## config.mk

```make
export PLATFORM = sky130hd
export DESIGN_NAME = acc_cmd_scheduler_flat
export DESIGN_NICKNAME = d
export VERILOG_FILES = /design/src/rtl/acc_cmd_scheduler_if.sv /design/src/rtl/acc_cmd_scheduler.sv /design/src/flat_wrapper.sv
export SDC_FILE = /design/constraint.sdc
export NUM_CORES = 1
export LEC_CHECK = 0
export CAP_MARGIN = 20
export CORE_ASPECT_RATIO = 0.6
export CORE_MARGIN = 4
export CORE_UTILIZATION = 38
export CTS_BUF_LIST = sky130_fd_sc_hd__clkbuf_4
export DETAILED_ROUTE_END_ITERATION = 6
export GPL_TIMING_DRIVEN = 1
export PLACE_DENSITY = 0.92
export SYNTH_ARGS = -nofsm -noshare
export SYNTH_HDL_FRONTEND = slang
export SYNTH_SLANG_ARGS = --single-unit
```

## constraint.sdc

```tcl
create_clock -name clock -period 4.6 [get_ports clock]
set_input_delay 0.92 -clock clock [delete_from_list [all_inputs] [get_ports clock]]
set_output_delay 0.92 -clock clock [all_outputs]
set_load 0.05 [all_outputs]
```

## src/rtl/acc_cmd_scheduler_if.sv

```systemverilog
// acc_cmd_scheduler_if: requester and accelerator signal bundle for the
// command scheduler. The master modport is the scheduler's view; the slave
// modport is the environment's view (requesters plus accelerator).
interface acc_cmd_scheduler_if #(
  parameter int NUM_REQ       = 4,
  parameter int DATA_WIDTH    = 64,
  parameter int CFG_REG_WIDTH = 32
);
  localparam int GRANT_W = (NUM_REQ > 1) ? $clog2(NUM_REQ) : 1;

  // Requester side
  logic [NUM_REQ-1:0]               req_valid;
  logic [NUM_REQ*CFG_REG_WIDTH-1:0] req_funct;
  logic [NUM_REQ-1:0]               req_ready;
  logic [NUM_REQ-1:0]               rsp_valid;
  logic [NUM_REQ-1:0]               rsp_ready;
  logic [DATA_WIDTH-1:0]            rsp_data;

  // Accelerator side
  logic                             acc_input_valid;
  logic                             acc_input_ready;
  logic [CFG_REG_WIDTH-1:0]         acc_funct;
  logic                             acc_output_valid;
  logic                             acc_output_ready;
  logic [DATA_WIDTH-1:0]            acc_data_out;
  logic                             acc_busy;

  // Status
  logic [GRANT_W-1:0]               grant_id;
  logic                             timeout_err;

  modport master (
    input  req_valid, req_funct, rsp_ready,
    input  acc_input_ready, acc_output_valid, acc_data_out, acc_busy,
    output req_ready, rsp_valid, rsp_data,
    output acc_input_valid, acc_funct, acc_output_ready,
    output grant_id, timeout_err
  );

  modport slave (
    output req_valid, req_funct, rsp_ready,
    output acc_input_ready, acc_output_valid, acc_data_out, acc_busy,
    input  req_ready, rsp_valid, rsp_data,
    input  acc_input_valid, acc_funct, acc_output_ready,
    input  grant_id, timeout_err
  );
endinterface

```

## src/rtl/acc_cmd_scheduler.sv

```systemverilog
// acc_cmd_scheduler: shares one accelerator between NUM_REQ requesters.
// A round-robin arbiter picks one command at a time, issues its latched funct
// word to the accelerator, waits for the result and returns it to the owner.
// Optional feature: define ACC_SCHED_TIMEOUT_EN to enable a response watchdog
// that returns all-ones data and pulses timeout_err after TIMEOUT_CYCLES.
module acc_cmd_scheduler #(
  parameter int NUM_REQ        = 4,
  parameter int DATA_WIDTH     = 64,
  parameter int CFG_REG_WIDTH  = 32,
  parameter int TIMEOUT_CYCLES = 1024
) (
  input  logic                clock,
  input  logic                reset,
  acc_cmd_scheduler_if.master bus
);

  localparam int GRANT_W = (NUM_REQ > 1) ? $clog2(NUM_REQ) : 1;

  // Elaboration-time parameter sanity checks.
  if (NUM_REQ < 2 || NUM_REQ > 8) begin : g_bad_num_req
    $error("acc_cmd_scheduler: NUM_REQ must be in 2..8");
  end
  if (TIMEOUT_CYCLES < 1) begin : g_bad_timeout
    $error("acc_cmd_scheduler: TIMEOUT_CYCLES must be at least 1");
  end

  typedef enum logic [1:0] {
    IDLE,
    ISSUE,
    WAIT_RSP,
    RETURN
  } state_t;

  state_t                   state;
  state_t                   state_next;
  logic [GRANT_W-1:0]       last_grant;
  logic [GRANT_W-1:0]       grant_q;
  logic [GRANT_W-1:0]       pick;
  logic [GRANT_W-1:0]       cand;
  logic                     pick_found;
  logic                     grant_now;
  logic [CFG_REG_WIDTH-1:0] funct_q;
  logic [DATA_WIDTH-1:0]    rsp_data_q;
  logic                     expire;

`ifdef ACC_SCHED_TIMEOUT_EN
  localparam int WDOG_W = $clog2(TIMEOUT_CYCLES + 1);

  logic [WDOG_W-1:0] wdog_cnt;

  // Counts cycles spent in WAIT_RSP; restarts from zero on every entry.
  always_ff @(posedge clock or posedge reset) begin
    if (reset) begin
      wdog_cnt <= '0;
    end else if (state == WAIT_RSP) begin
      wdog_cnt <= wdog_cnt + 1'b1;
    end else begin
      wdog_cnt <= '0;
    end
  end

  // A result arriving in the expiry cycle takes precedence over the timeout.
  assign expire = (state == WAIT_RSP) && !bus.acc_output_valid &&
                  (wdog_cnt == WDOG_W'(TIMEOUT_CYCLES - 1));
  assign bus.timeout_err = expire;
`else
  assign expire          = 1'b0;
  assign bus.timeout_err = 1'b0;
`endif

  // Round-robin search starting one past the previous owner, so the owner
  // that just finished falls to the back of the queue.
  always_comb begin
    pick       = last_grant;
    pick_found = 1'b0;
    cand       = '0;
    for (int k = 1; k <= NUM_REQ; k++) begin
      cand = GRANT_W'((int'(last_grant) + k) % NUM_REQ);
      if (!pick_found && bus.req_valid[cand]) begin
        pick_found = 1'b1;
        pick       = cand;
      end
    end
  end

  assign grant_now = (state == IDLE) && pick_found && !bus.acc_busy;

  // Next-state decode and the handshake outputs, which follow the state.
  always_comb begin
    state_next           = state;
    bus.req_ready        = '0;
    bus.rsp_valid        = '0;
    bus.acc_input_valid  = 1'b0;
    bus.acc_output_ready = 1'b0;
    case (state)
      IDLE: begin
        if (grant_now) begin
          state_next = ISSUE;
        end
      end
      ISSUE: begin
        bus.acc_input_valid = 1'b1;
        if (bus.acc_input_ready) begin
          bus.req_ready[grant_q] = 1'b1;
          state_next             = WAIT_RSP;
        end
      end
      WAIT_RSP: begin
        bus.acc_output_ready = 1'b1;
        if (bus.acc_output_valid || expire) begin
          state_next = RETURN;
        end
      end
      RETURN: begin
        bus.rsp_valid[grant_q] = 1'b1;
        if (bus.rsp_ready[grant_q]) begin
          state_next = IDLE;
        end
      end
      default: begin
        state_next = IDLE;
      end
    endcase
  end

  // State register; reset aborts any transaction in flight.
  always_ff @(posedge clock or posedge reset) begin
    if (reset) begin
      state <= IDLE;
    end else begin
      state <= state_next;
    end
  end

  // Grant, funct and response registers; held stable from ISSUE to RETURN.
  always_ff @(posedge clock or posedge reset) begin
    if (reset) begin
      last_grant <= GRANT_W'(NUM_REQ - 1);
      grant_q    <= '0;
      funct_q    <= '0;
      rsp_data_q <= '0;
    end else begin
      if (grant_now) begin
        grant_q <= pick;
        funct_q <= bus.req_funct[int'(pick)*CFG_REG_WIDTH +: CFG_REG_WIDTH];
      end
      if (state == WAIT_RSP) begin
        if (bus.acc_output_valid) begin
          rsp_data_q <= bus.acc_data_out;
        end else if (expire) begin
          rsp_data_q <= '1;
        end
      end
      if (state == RETURN && bus.rsp_ready[grant_q]) begin
        last_grant <= grant_q;
      end
    end
  end

  assign bus.grant_id = grant_q;
  assign bus.acc_funct = funct_q;
  assign bus.rsp_data  = rsp_data_q;

endmodule

```

## src/flat_wrapper.sv

```systemverilog
// flat-port wrapper written by rule: the top's interface ports become plain ports
module acc_cmd_scheduler_flat 
#(
  parameter int NUM_REQ        = 4,
  parameter int DATA_WIDTH     = 64,
  parameter int CFG_REG_WIDTH  = 32,
  parameter int TIMEOUT_CYCLES = 1024
)
  (clock, reset, bus_req_valid, bus_req_funct, bus_rsp_ready, bus_acc_input_ready, bus_acc_output_valid, bus_acc_data_out, bus_acc_busy, bus_req_ready, bus_rsp_valid, bus_rsp_data, bus_acc_input_valid, bus_acc_funct, bus_acc_output_ready, bus_grant_id, bus_timeout_err);
  acc_cmd_scheduler_if #(.NUM_REQ(NUM_REQ), .DATA_WIDTH(DATA_WIDTH), .CFG_REG_WIDTH(CFG_REG_WIDTH)) bus_i ();
  input  logic clock;
  input  logic reset;
  input wire logic [$bits(bus_i.req_valid)-1:0] bus_req_valid;
  input wire logic [$bits(bus_i.req_funct)-1:0] bus_req_funct;
  input wire logic [$bits(bus_i.rsp_ready)-1:0] bus_rsp_ready;
  input wire logic [$bits(bus_i.acc_input_ready)-1:0] bus_acc_input_ready;
  input wire logic [$bits(bus_i.acc_output_valid)-1:0] bus_acc_output_valid;
  input wire logic [$bits(bus_i.acc_data_out)-1:0] bus_acc_data_out;
  input wire logic [$bits(bus_i.acc_busy)-1:0] bus_acc_busy;
  output wire logic [$bits(bus_i.req_ready)-1:0] bus_req_ready;
  output wire logic [$bits(bus_i.rsp_valid)-1:0] bus_rsp_valid;
  output wire logic [$bits(bus_i.rsp_data)-1:0] bus_rsp_data;
  output wire logic [$bits(bus_i.acc_input_valid)-1:0] bus_acc_input_valid;
  output wire logic [$bits(bus_i.acc_funct)-1:0] bus_acc_funct;
  output wire logic [$bits(bus_i.acc_output_ready)-1:0] bus_acc_output_ready;
  output wire logic [$bits(bus_i.grant_id)-1:0] bus_grant_id;
  output wire logic [$bits(bus_i.timeout_err)-1:0] bus_timeout_err;
  assign bus_i.req_valid = bus_req_valid;
  assign bus_i.req_funct = bus_req_funct;
  assign bus_i.rsp_ready = bus_rsp_ready;
  assign bus_i.acc_input_ready = bus_acc_input_ready;
  assign bus_i.acc_output_valid = bus_acc_output_valid;
  assign bus_i.acc_data_out = bus_acc_data_out;
  assign bus_i.acc_busy = bus_acc_busy;
  assign bus_req_ready = bus_i.req_ready;
  assign bus_rsp_valid = bus_i.rsp_valid;
  assign bus_rsp_data = bus_i.rsp_data;
  assign bus_acc_input_valid = bus_i.acc_input_valid;
  assign bus_acc_funct = bus_i.acc_funct;
  assign bus_acc_output_ready = bus_i.acc_output_ready;
  assign bus_grant_id = bus_i.grant_id;
  assign bus_timeout_err = bus_i.timeout_err;
  acc_cmd_scheduler #(.NUM_REQ(NUM_REQ), .DATA_WIDTH(DATA_WIDTH), .CFG_REG_WIDTH(CFG_REG_WIDTH), .TIMEOUT_CYCLES(TIMEOUT_CYCLES)) u_core (.clock(clock), .reset(reset), .bus(bus_i));
endmodule
```

; ---- Yosys cells after proc, flatten, opt, wreduce, memory -nomap -nowiden
; Index checks and enable logic that the tools add are counted.
[word_totals]
ff_bits = 102
input_bits = 205
out_inout_bits = 109
[classes]
mux = 30
shifts = 1
addsub = 4
reduce_logical = 14
eq_ne = 7
n_lt_le_gt_ge = 6
[ops]
columns = cell, n
row1 = 128-bit by 8-bit indexed part select with 32-bit output, 1
row2 = 2-bit 2-to-1 mux, 8
row3 = 2-bit by 3-bit less-than comparator with 1-bit output (second input constant), 5
row4 = 1-bit 2-to-1 mux, 12
row5 = 4-bit 2-to-1 mux, 3
row6 = 1-bit binary-select mux with 2-bit select, 5
row7 = 2-bit case mux with 4 select lines, 1
row8 = 1-bit logical AND, 7
row9 = 2-bit by 1-bit adder with 2-bit output (second input constant), 2
row10 = 2-bit adder (second input constant), 2
row11 = 2-bit equality test (second input constant), 2
row12 = 1-bit logical NOT, 4
row13 = 2-bit by 1-bit != test with 1-bit output (second input constant), 2
row14 = 2-bit != test (second input constant), 2
row15 = 4-bit AND reduction, 1
row16 = 1-bit demux with 2-bit select, 1
row17 = 2-bit by 1-bit equality test with 1-bit output (second input constant), 1
row18 = 2-bit by 1-bit >= comparator with 1-bit output (second input constant), 1
row19 = 2-bit logical NOT, 1
row20 = 2-bit AND reduction, 1

; ---- Depth between registers and ports, before layout
; Gate-level depths: netlist (run 1).
[depth]
ltp_word = 17
depth_mapped = 8
mapped_depth_nobuf = 6

; ---- Worst setup path after synthesis (run 1)
; No wires, ideal clock.
[synth_path]
path_kind = flip-flop to output port
startpoint = register u_core.state[1]
endpoint = output port bus_req_ready[2]
stages_incl_launch_ff = 5
n_path_buf = 0
arrival_time_ns = 2.358
setup_slack_ns = 1.322
t_required_ns = 3.680
path_cell_list = dfrtp_1 inv_1 ha_1 nand2_1 nor3b_1
[synth_via]
elab_chain_len = 2
[synth_lines]
columns = element, line
row1 = "start, declared", acc_cmd_scheduler.sv:34  ; state_t state;
row2 = "start signal, assigned", acc_cmd_scheduler.sv:131  ; state <= state_next;
row3 = 2-bit by 1-bit equality test with 1-bit output, acc_cmd_scheduler.sv:95  ; case (state)
row4 = 4-bit 2-to-1 mux, acc_cmd_scheduler.sv:95
row5 = "end, declared", flat_wrapper.sv:20  ; output wire logic [$bits(bus_i.req_ready)-1:0] bus_req_ready;
; No other way between the ends.

; ---- Worst setup path after layout (run 1)
[layout_path]
startpoint = input port bus_acc_input_ready
endpoint = output port bus_req_ready[2]
[layout_via]
elab_chain_len = 2
[layout_lines]
columns = element, line
row1 = "start, declared", flat_wrapper.sv:16  ; input wire logic [$bits(bus_i.acc_input_ready)-1:0] bus_acc_input_ready;
row2 = 4-bit 2-to-1 mux, acc_cmd_scheduler.sv:103  ; if (bus.acc_input_ready) begin
row3 = 4-bit 2-to-1 mux, acc_cmd_scheduler.sv:95
; No other way between the ends.

==> metrics.yaml, run 1 <==
run_status:
  status: "completed"
sta:
  fmax_mhz: 285
  setup_tns_ns: 0
  whs_ns: 0.506
  period_needed_ns: 3.51
  fin_crit_sh: 0.763
  worst_pin_slew_ns: 0.940
  slew_violations: 0
  rsz0062_at_grt: "no"
  hold_viol_final: 0
  relSlewSlack: 0.372
  fin_skew_ns: 0.0131
  finalSetupViolCount: 0
placement:
  placed_area_um2: 8130
  io_buffer_count: 312
  place.gp.congestion: 0.870
  hpwl_um: 13200
synth:
  ys_seq_area_frac: 0.516
  syn_avg_cell_area_um2: 13.2
  netlist_instances: 375
  syn_area_um2: 4950
  synth.most_common_cell: "dfrtp_1"
  synth_area_leaders: "dfrtp_1, mux2_2, mux2i_1"
  ys_ff_latch: 102
  yosysTopAreaCell: "dfrtp_1"
  synth-edff-count: 0
  yosys_warnings: 0
  synthTopCellsByCount: "dfrtp_1, mux2_2, mux2i_1"
  synth_nets: 585
  synth_flop_cell: "dfrtp_1"
  async_reset_ff_frac: 1.00
  yosysTopAreaCellShare: 0.505
  synth.distinct_cells: 36
clock_tree:
  root_buffer: "clkbuf_4"
  cts_resized: 0
  path_clk_slew_ns: 0.14
  post-cts-setup-buffers: 0
  cts_max_level: 3
  insertion_delay_ns: 0.43
  cts_tree: "built"
  postCtsHoldBufs: 0
  cts_sinks: 102
  cts_buffer_depth: 2
  cts_buffers: 9
critical_path:
  required_ns: 3.68
  critPathArrivalTime_ns: 2.59
  cp_max_fo: 4
  worstSetupPathType: "input port to primary output"
  crit_path_start_kind: "input port"
  end_kind: "primary output"
cells_and_area:
  drive_gt1_frac: 0.146
  n_antenna_cell: 0
  area_delta_synth_final_pct: 67.7
  nets: 890
  finish.instance_area_um2: 8310
  fill_cells: 942
power:
  clkPwrFrac: 0.084
  leakage_uw: 0.00353
  p_per_area_nw_per_um2: 735
  switchingPower_uw: 3020
  p_sw_frac: 0.494
  p_int_uw: 3090
  combPwrFrac: 0.651
  seq_power_share: 0.265
  ir_drop_mv: 0.510
global_routing:
  antenna_found_initial: 0
  grt.total_usage: 0.211
  grt_max_degree: 85
  first_global_vias: 4745
  grt_pass1_wl_um: 24700
  gr-total-overflow: 0
floorplanning:
  die_w_um: 155
  core-area_um2: 12400
  start_util: 0.399
  ioPinCount: 314
  core.rowCount: 31
  dieArea_um2: 15000
  die_h_um: 96.4
min_path:
  hold_path.class: "flip-flop to flip-flop"
route:
  vias: 4266
  via_per_inst: 5.03
  ant_nets: 0
  drtIter0Drc: 204
  drc: 0
  dr.pass1.iters: 4
  wire_per_inst_um: 19.6
  wl_um: 16600
job:
  max_cap_violations: 0
-- metal layers --
metal,GRT usage,up-vias,routed length (um)
met4,0.0685,0,329
li1,-,1976,-
met5,0,-,0
met2,0.382,193,8580
met1,0.235,2070,6110
met3,0.0765,27,1600
-- layout by cell type (no fill, tap or decap), drive strengths merged, types with 8 or more instances in the layout --
cell and count:
clkdlybuf4s50 312, dfrtp 100, mux2 68, mux2i 64, nand2 41, o221ai 32
clkbuf 9, inv 8, buf 8
-- critical path, stage by stage --
cell and delay (ns):
clkdlybuf4s50_1 0.50, nand2_1 0.12, nor3b_1 0.21, clkdlybuf4s50_1 0.84
-- final timing paths --
check	start	endpoint	slack, ns	cells past startpoint
hold / removal	u_core.bus.acc_funct[3]	u_core.bus.acc_funct[3]	0.51	2
setup reg to reg	u_core.last_grant[1]	u_core.bus.acc_funct[7]	2.17	5
max in group asynchronous	reset	u_core.bus.rsp_data[30]	2.86	4
hold reg to reg	u_core.bus.acc_funct[3]	u_core.bus.acc_funct[3]	0.51	2
min in group asynchronous	reset	u_core.bus.rsp_data[32]	0.80	2
setup / recovery	bus_acc_input_ready	bus_req_ready[2]	1.09	4
-- area by class of cell --
cell class                      instances  area, um^2  area share
Clock buffer                            9        67.6     0.00813
Clock inverter                          5        83.8      0.0101
Inverter                                7        28.8     0.00346
Multi-Input combinational cell        240        2150       0.259
Sequential cell                       102        2550       0.308
Tap cell                              165         206      0.0249
Timing Repair Buffer                  320        3220       0.387
-- cell families after synthesis --
logic type | after synthesis | synth area share
AO/OA/AOI/OAI | 41 | 0.0758
adder cells (fa/ha/maj) | 5 | 0.0126
buffers and inverters | 33 | 0.0505
flip-flops | 102 | 0.516
multiplexers | 133 | 0.289
other | 1 | 0.000757
AND/OR/NAND/NOR | 60 | 0.0551
-- per-stage QoR --
| stage | instances | power, uW | worst slack, ns | utilization |
|---|---|---|---|---|
| 6_report | 848 | 6110 | 1.09 | 0.669 |
| 5_1_grt | 848 | 6390 | 1.04 | 0.669 |
| 4_1_cts | 847 | 6160 | 1.07 | 0.667 |
| 3_5_place_dp | 833 | 5640 | 1.08 | 0.655 |
| 3_3_place_gp | 833 | 5510 | 1.10 | 0.655 |
| 2_1_floorplan | 375 | 4330 | 1.01 | - |
-- flip-flops by register name, summed over array words and instances (netlist names) --
register              cells
u_core.bus.acc_funct     32
u_core.last_grant         2
u_core.bus.grant_id       2
u_core.state              2
u_core.bus.rsp_data      64
-- power groups by stage --
stage               Sequential (uW)  Combinational [uW]  Clock [uW]
floorplan                      3070                1260           0
global placement               1600                3920           0
detailed placement             1640                4000           0
CTS                            1620                4010         531
global route                   1680                4150         568
finish                         1620                3980         510
(Power assumes the default switching activity.)
==> inputs of run 2 (changes only) <==
CORE_UTILIZATION = 34   (was 38)
PLACE_DENSITY = 0.88   (was 0.92)
clock period = 3 ns   (was 4.6 ns; I/O delays follow)
==> run 2 against run 1 <==
Compared with the run above:
- global-route usage is 1.6 points lower
- register-to-register slack worse by 1.3 ns
- largest power group unchanged
- clock skew is 0.016 ns higher
- design area is 0.62% higher
- sequential share of layout area is 0.19 points lower
- combinational power is 54% higher
- non-clock buffer count is 1 higher
- first-iteration DRC count is 14% higher
- die area is 11% higher
- critical path depth stayed put
- worst setup slack worse by 0.90 ns
==> metrics.yaml, run 2 (synthesis results as in run 1) <==
run_status:
  status: "completed"
critical_path:
  cp_cell_sequence: "ha_1, inv_1, nor3b_1, clkdlybuf4s50_1"
  slowest_delay_ns: 0.83  # about the same
  crit_slowest_cell: "clkdlybuf4s50_1"
  critPathArrivalTime_ns: 2.21  # -0.38 ns
  required_ns: 2.40  # -1.28 ns
  end_kind: "primary output"
  worstSetupPathType: "flip-flop to primary output"
  crit_buf_inv: 2  # unchanged
  crit_path_start_kind: "flip-flop"
  cp_max_fo: 5  # +1
  path_delay_family: "buffers and inverters"
clock_tree:
  insertion_delay_ns: 0.46  # +0.03 ns
  cts_sinks: 102  # unchanged
  cts_buffers: 9  # unchanged
  cts_tree: "built"
  path_clk_slew_ns: 0.18  # +0.04 ns
  cts_resized: 0  # unchanged
  post-cts-setup-buffers: 0  # unchanged
  cts_max_level: 3  # unchanged
  cts_buffer_depth: 2  # unchanged
  root_buffer: "clkbuf_4"
  postCtsHoldBufs: 0  # unchanged
floorplanning:
  core.rowCount: 33  # +6.5%
  ioPinCount: 314  # unchanged
  core-area_um2: 14000  # +12%
  start_util: 0.355  # -0.0441
  dieArea_um2: 16600  # +11%
  die_h_um: 101  # +5.2%
  die_w_um: 164  # +5.4%
cells_and_area:
  regArea_um2: 2550  # unchanged
  nets: 891  # +0.11%
  n_antenna_cell: 0  # unchanged
  multi_input_area_um2: 2150  # unchanged
  final_cell_mix: "clkdlybuf4s50_1, dfrtp_1, mux2_2"
  largest_reg_flops: 64  # unchanged
  fill_cells: 1140  # +21%
  layout_commonest_cell: "clkdlybuf4s50_1"
  area_delta_synth_final_pct: 68.8
  drive_gt1_frac: 0.156  # +0.00956
power:
  ir_drop_mv: 0.770  # +51%
  seq_power_share: 0.266  # about the same
  finalPower_uw: 9340  # +53%
  p_per_area_nw_per_um2: 1120  # +52%
  p_int_uw: 4650  # +50%
  switchingPower_uw: 4690  # +55%
  p_sw_frac: 0.502  # +0.00831
  clkPwrFrac: 0.078  # -0.006
  leakage_uw: 0.00357  # +1.2%
  combPwrFrac: 0.656  # +0.005
global_routing:
  grt.total_usage: 0.195  # -0.0161
  grt_max_degree: 65  # -24%
  first_global_vias: 4771  # +0.55%
  grt_pass1_wl_um: 25500  # +3.2%
  gr-total-overflow: 0  # unchanged
  antenna_found_initial: 0  # unchanged
sta:
  relSlewSlack: 0.485  # +0.113
  slew_violations: 0  # unchanged
  fin_crit_sh: 0.937
  fmax_mhz: 356
  setup_tns_ns: 0  # unchanged
  rsz0062_at_grt: "no"
  fin_skew_ns: 0.0290  # +0.0158 ns
  finalSetupViolCount: 0  # unchanged
  worst_pin_slew_ns: 0.773  # -0.167 ns
  hold_viol_final: 0  # unchanged
  period_needed_ns: 2.81
  whs_ns: 0.511  # +0.00542 ns
route:
  ant_nets: 0  # unchanged
  via_per_inst: 4.91  # -2.3%
  wl_um: 17100  # +2.7%
  drtIter0Drc: 233  # +14%
  vias: 4315  # +1.1%
  drc: 0  # unchanged
  wire_per_inst_um: 19.4  # -0.77%
  dr.pass1.iters: 4  # unchanged
job:
  max_cap_violations: 0  # unchanged
placement:
  hpwl_um: 13500  # +2.8%
  io_buffer_count: 312  # unchanged
  place.gp.congestion: 0.841  # -3.3%
min_path:
  hold_path.class: "flip-flop to flip-flop"
## run 2: final timing paths
path                                           from                  endpoint  slack (ns)  cells after the start
setup / recovery                    u_core.state[1]          bus_rsp_valid[2]        0.19                      4
hold / removal             u_core.bus.acc_funct[26]  u_core.bus.acc_funct[26]        0.51                      2
setup reg to reg               u_core.last_grant[1]  u_core.bus.acc_funct[16]        0.88                      5
hold reg to reg            u_core.bus.acc_funct[26]  u_core.bus.acc_funct[26]        0.51                      2
max in group asynchronous                     reset   u_core.bus.rsp_data[60]        1.74                      3
min in group asynchronous                     reset   u_core.bus.rsp_data[48]        0.63                      3
## run 2: cell type report
type | count | share of cell area
Tap cell | 192 | 0.0287
Clock inverter | 6 | 0.00749
Sequential cell | 102 | 0.306
Clock buffer | 10 | 0.00898
Timing Repair Buffer | 321 | 0.388
Multi-Input combinational cell | 240 | 0.257
Inverter | 7 | 0.00359
## run 2: tightest hold or removal path, cell delays in order, from the launching register on
cell and delay, ns:
dfrtp_1 0.38, nand2_1 0.05, o221ai_1 0.06
## run 2: power by group through the flow
stage / sequential (uW) / clock (uW) / combinational, uW
4_1_cts: 2480 / 763 / 6180
2_1_floorplan: 4710 / 0 / 1930
3_3_place_gp: 2460 / 0 / 6020
3_5_place_dp: 2510 / 0 / 6160
5_1_grt: 2560 / 819 / 6400
6_report: 2480 / 731 / 6120
## run 2: metrics by stage
stage | instance area [um^2] | cells | utilization | worst slack [ns]
global placement | 8220 | 862 | 0.589 | 0.500
global route | 8360 | 878 | 0.599 | 0.0328
finish | 8360 | 878 | 0.599 | 0.188
floorplan | 4960 | 375 | - | 0.0422
detailed placement | 8220 | 862 | 0.589 | 0.378
CTS | 8360 | 878 | 0.599 | 0.0245
## run 2: routing by layer
layer,up-vias,global-route usage,share of wire
li1,1981,-,-
met2,191,0.354,0.51
met4,0,0.0451,0.015
met1,2125,0.215,0.37
met3,18,0.0826,0.10
met5,-,0,0
==> inputs of run 3 (changes only) <==
CORE_ASPECT_RATIO = 1.75   (was 0.6)
==> run 3 against run 2 <==
Compared with the run above:
- hold slack worse by 0.0030 ns
- global-route usage shrank 0.28 points
- largest power group unchanged
- maximum frequency grew 1.6%
- highest routed layer is now met5
- flip-flop and latch count stayed put
- critical endpoint is now bus_rsp_valid[1]
- first-iteration DRC count decreased by 52%
- via count rose by 0.44%
- clock power fell by 4.7%
- utilization down 1.9 points
- worst setup slack better by 0.044 ns
- final cell count shrank 1.3%
==> metrics.yaml, run 3 (synthesis results as in run 1) <==
run_status:
  status: "completed"
sta:
  hold_viol_final: 0  # unchanged
  fmax_mhz: 361  # +1.6%
  finalSetupViolCount: 0  # unchanged
  fin_crit_sh: 0.923  # -0.0147
  setup_tns_ns: 0  # unchanged
  fin_skew_ns: 0.0343  # +0.00531 ns
  rsz0062_at_grt: "no"
  worst_pin_slew_ns: 0.726  # -0.0468 ns
  relSlewSlack: 0.516  # +0.0312
  slew_violations: 0  # unchanged
  period_needed_ns: 2.77  # -0.0441 ns
critical_path:
  path_delay_family: "buffers and inverters"
  worstSetupPathType: "flip-flop to primary output"
  crit_slowest_cell: "clkdlybuf4s50_1"
  required_ns: 2.40  # about the same
  cp_max_fo: 5  # unchanged
  cp_cell_sequence: "ha_1, inv_1, nor3b_1, clkdlybuf4s50_1"
  critPathArrivalTime_ns: 2.17  # -0.04 ns
  end_kind: "primary output"
  crit_path_start_kind: "flip-flop"
  slowest_delay_ns: 0.83  # about the same
  crit_buf_inv: 2  # unchanged
  r2r_setup_slack_ns: 0.95  # +0.07 ns
route:
  vias: 4334  # +0.44%
  drc: 0  # unchanged
  wire_per_inst_um: 19.1  # -1.9%
  wl_um: 16500  # -3.1%
  via_per_inst: 5.00  # +1.7%
  dr.pass1.iters: 4  # unchanged
  ant_nets: 0  # unchanged
  drtIter0Drc: 113  # -52%
placement:
  hpwl_um: 13300  # -1.4%
  placed_area_um2: 8200  # -0.24%
  io_buffer_count: 312  # unchanged
  place.gp.congestion: 0.901  # +7.2%
global_routing:
  grt_max_degree: 65  # unchanged
  grt.total_usage: 0.192  # -0.00283
  grt_pass1_wl_um: 25300  # -0.84%
  first_global_vias: 4698  # -1.5%
  antenna_found_initial: 1  # +1
  gr-total-overflow: 0  # unchanged
cells_and_area:
  drive_gt1_frac: 0.157  # +0.00123
  finish.instance_area_um2: 8340  # -0.24%
  multi_input_area_um2: 2150  # unchanged
  area_delta_synth_final_pct: 68.4
  final_cell_mix: "clkdlybuf4s50_1, dfrtp_1, mux2_2"
  largest_reg_flops: 64  # unchanged
  layout_commonest_cell: "clkdlybuf4s50_1"
  nets: 892  # +0.11%
  final_util: 0.580  # -0.0186
  fill_cells: 1161  # +1.8%
  regArea_um2: 2550  # unchanged
  n_antenna_cell: 0  # unchanged
clock_tree:
  root_buffer: "clkbuf_4"
  post-cts-setup-buffers: 0  # unchanged
  cts_buffers: 9  # unchanged
  cts_buffer_depth: 2  # unchanged
  cts_tree: "built"
  path_clk_slew_ns: 0.18  # about the same
  insertion_delay_ns: 0.45  # about the same
  cts_max_level: 3  # unchanged
  cts_sinks: 102  # unchanged
  postCtsHoldBufs: 0  # unchanged
  cts_resized: 0  # unchanged
min_path:
  hold_path.class: "flip-flop to flip-flop"
floorplanning:
  core-area_um2: 14400  # +3.0%
  die_h_um: 168  # +65%
  die_w_um: 99.2  # -39%
  ioPinCount: 314  # unchanged
  dieArea_um2: 16600  # about the same
  start_util: 0.345  # -0.0102
  core.rowCount: 58  # +76%
power:
  leakage_uw: 0.00356  # -0.33%
  finalPower_uw: 9280  # -0.59%
  p_per_area_nw_per_um2: 1110  # -0.35%
  ir_drop_mv: 0.651  # -15%
job:
  max_cap_violations: 0  # unchanged
[run 3: path summary, 6_finish.rpt]
kind,start,end,depth (start not counted)
min in group asynchronous,reset,u_core.bus.acc_funct[9],3
worst min register to register,u_core.bus.acc_funct[19],u_core.bus.acc_funct[19],2
max in group asynchronous,reset,u_core.bus.acc_funct[16],3
worst max-delay path,u_core.state[0],bus_rsp_valid[1],4
worst max register to register,u_core.last_grant[1],u_core.bus.acc_funct[6],5
worst min-delay path,u_core.bus.acc_funct[19],u_core.bus.acc_funct[19],2
[run 3: final cells by class]
type,count,share of cell area
timing repair buffer,322,0.389
sequential,102,0.306
multi-input combinational,240,0.258
tap,180,0.0270
clock inverter,7,0.00840
clock buffer,9,0.00810
inverter,7,0.00360
[run 3: metal layers]
layer / track usage / vias to the layer above / part of all wire
met2: 0.359 / 220 / 0.54
li1: - / 1986 / -
met3: 0.0659 / 29 / 0.096
met4: 0.0654 / 2 / 0.027
met1: 0.194 / 2097 / 0.33
met5: 0 / - / 0.00079
[run 3: report_power, final]
group          internal, uW  switching, uW  leakage, uW  total [uW]
Sequential             2060            426      0.00123        2490
Combinational          2380           3710      0.00227        6100
Clock                   190            507    0.0000650         697
[run 3: per-stage QoR]
stage,hold slack (ns),worst slack (ns),std cells
3_3_place_gp,0.468,0.460,851
3_5_place_dp,0.474,0.332,851
4_1_cts,0.515,0.0977,867
2_1_floorplan,0.528,0.0422,375
6_report,0.508,0.232,867
5_1_grt,0.540,0.0425,867
[run 3: worst register-to-register path: stages (launching register included)]
cell	delay (ns)
dfstp_2	0.63
mux2i_1	0.24
o221a_4	0.44
buf_12	0.26
mux2i_1	0.26
o221ai_1	0.15
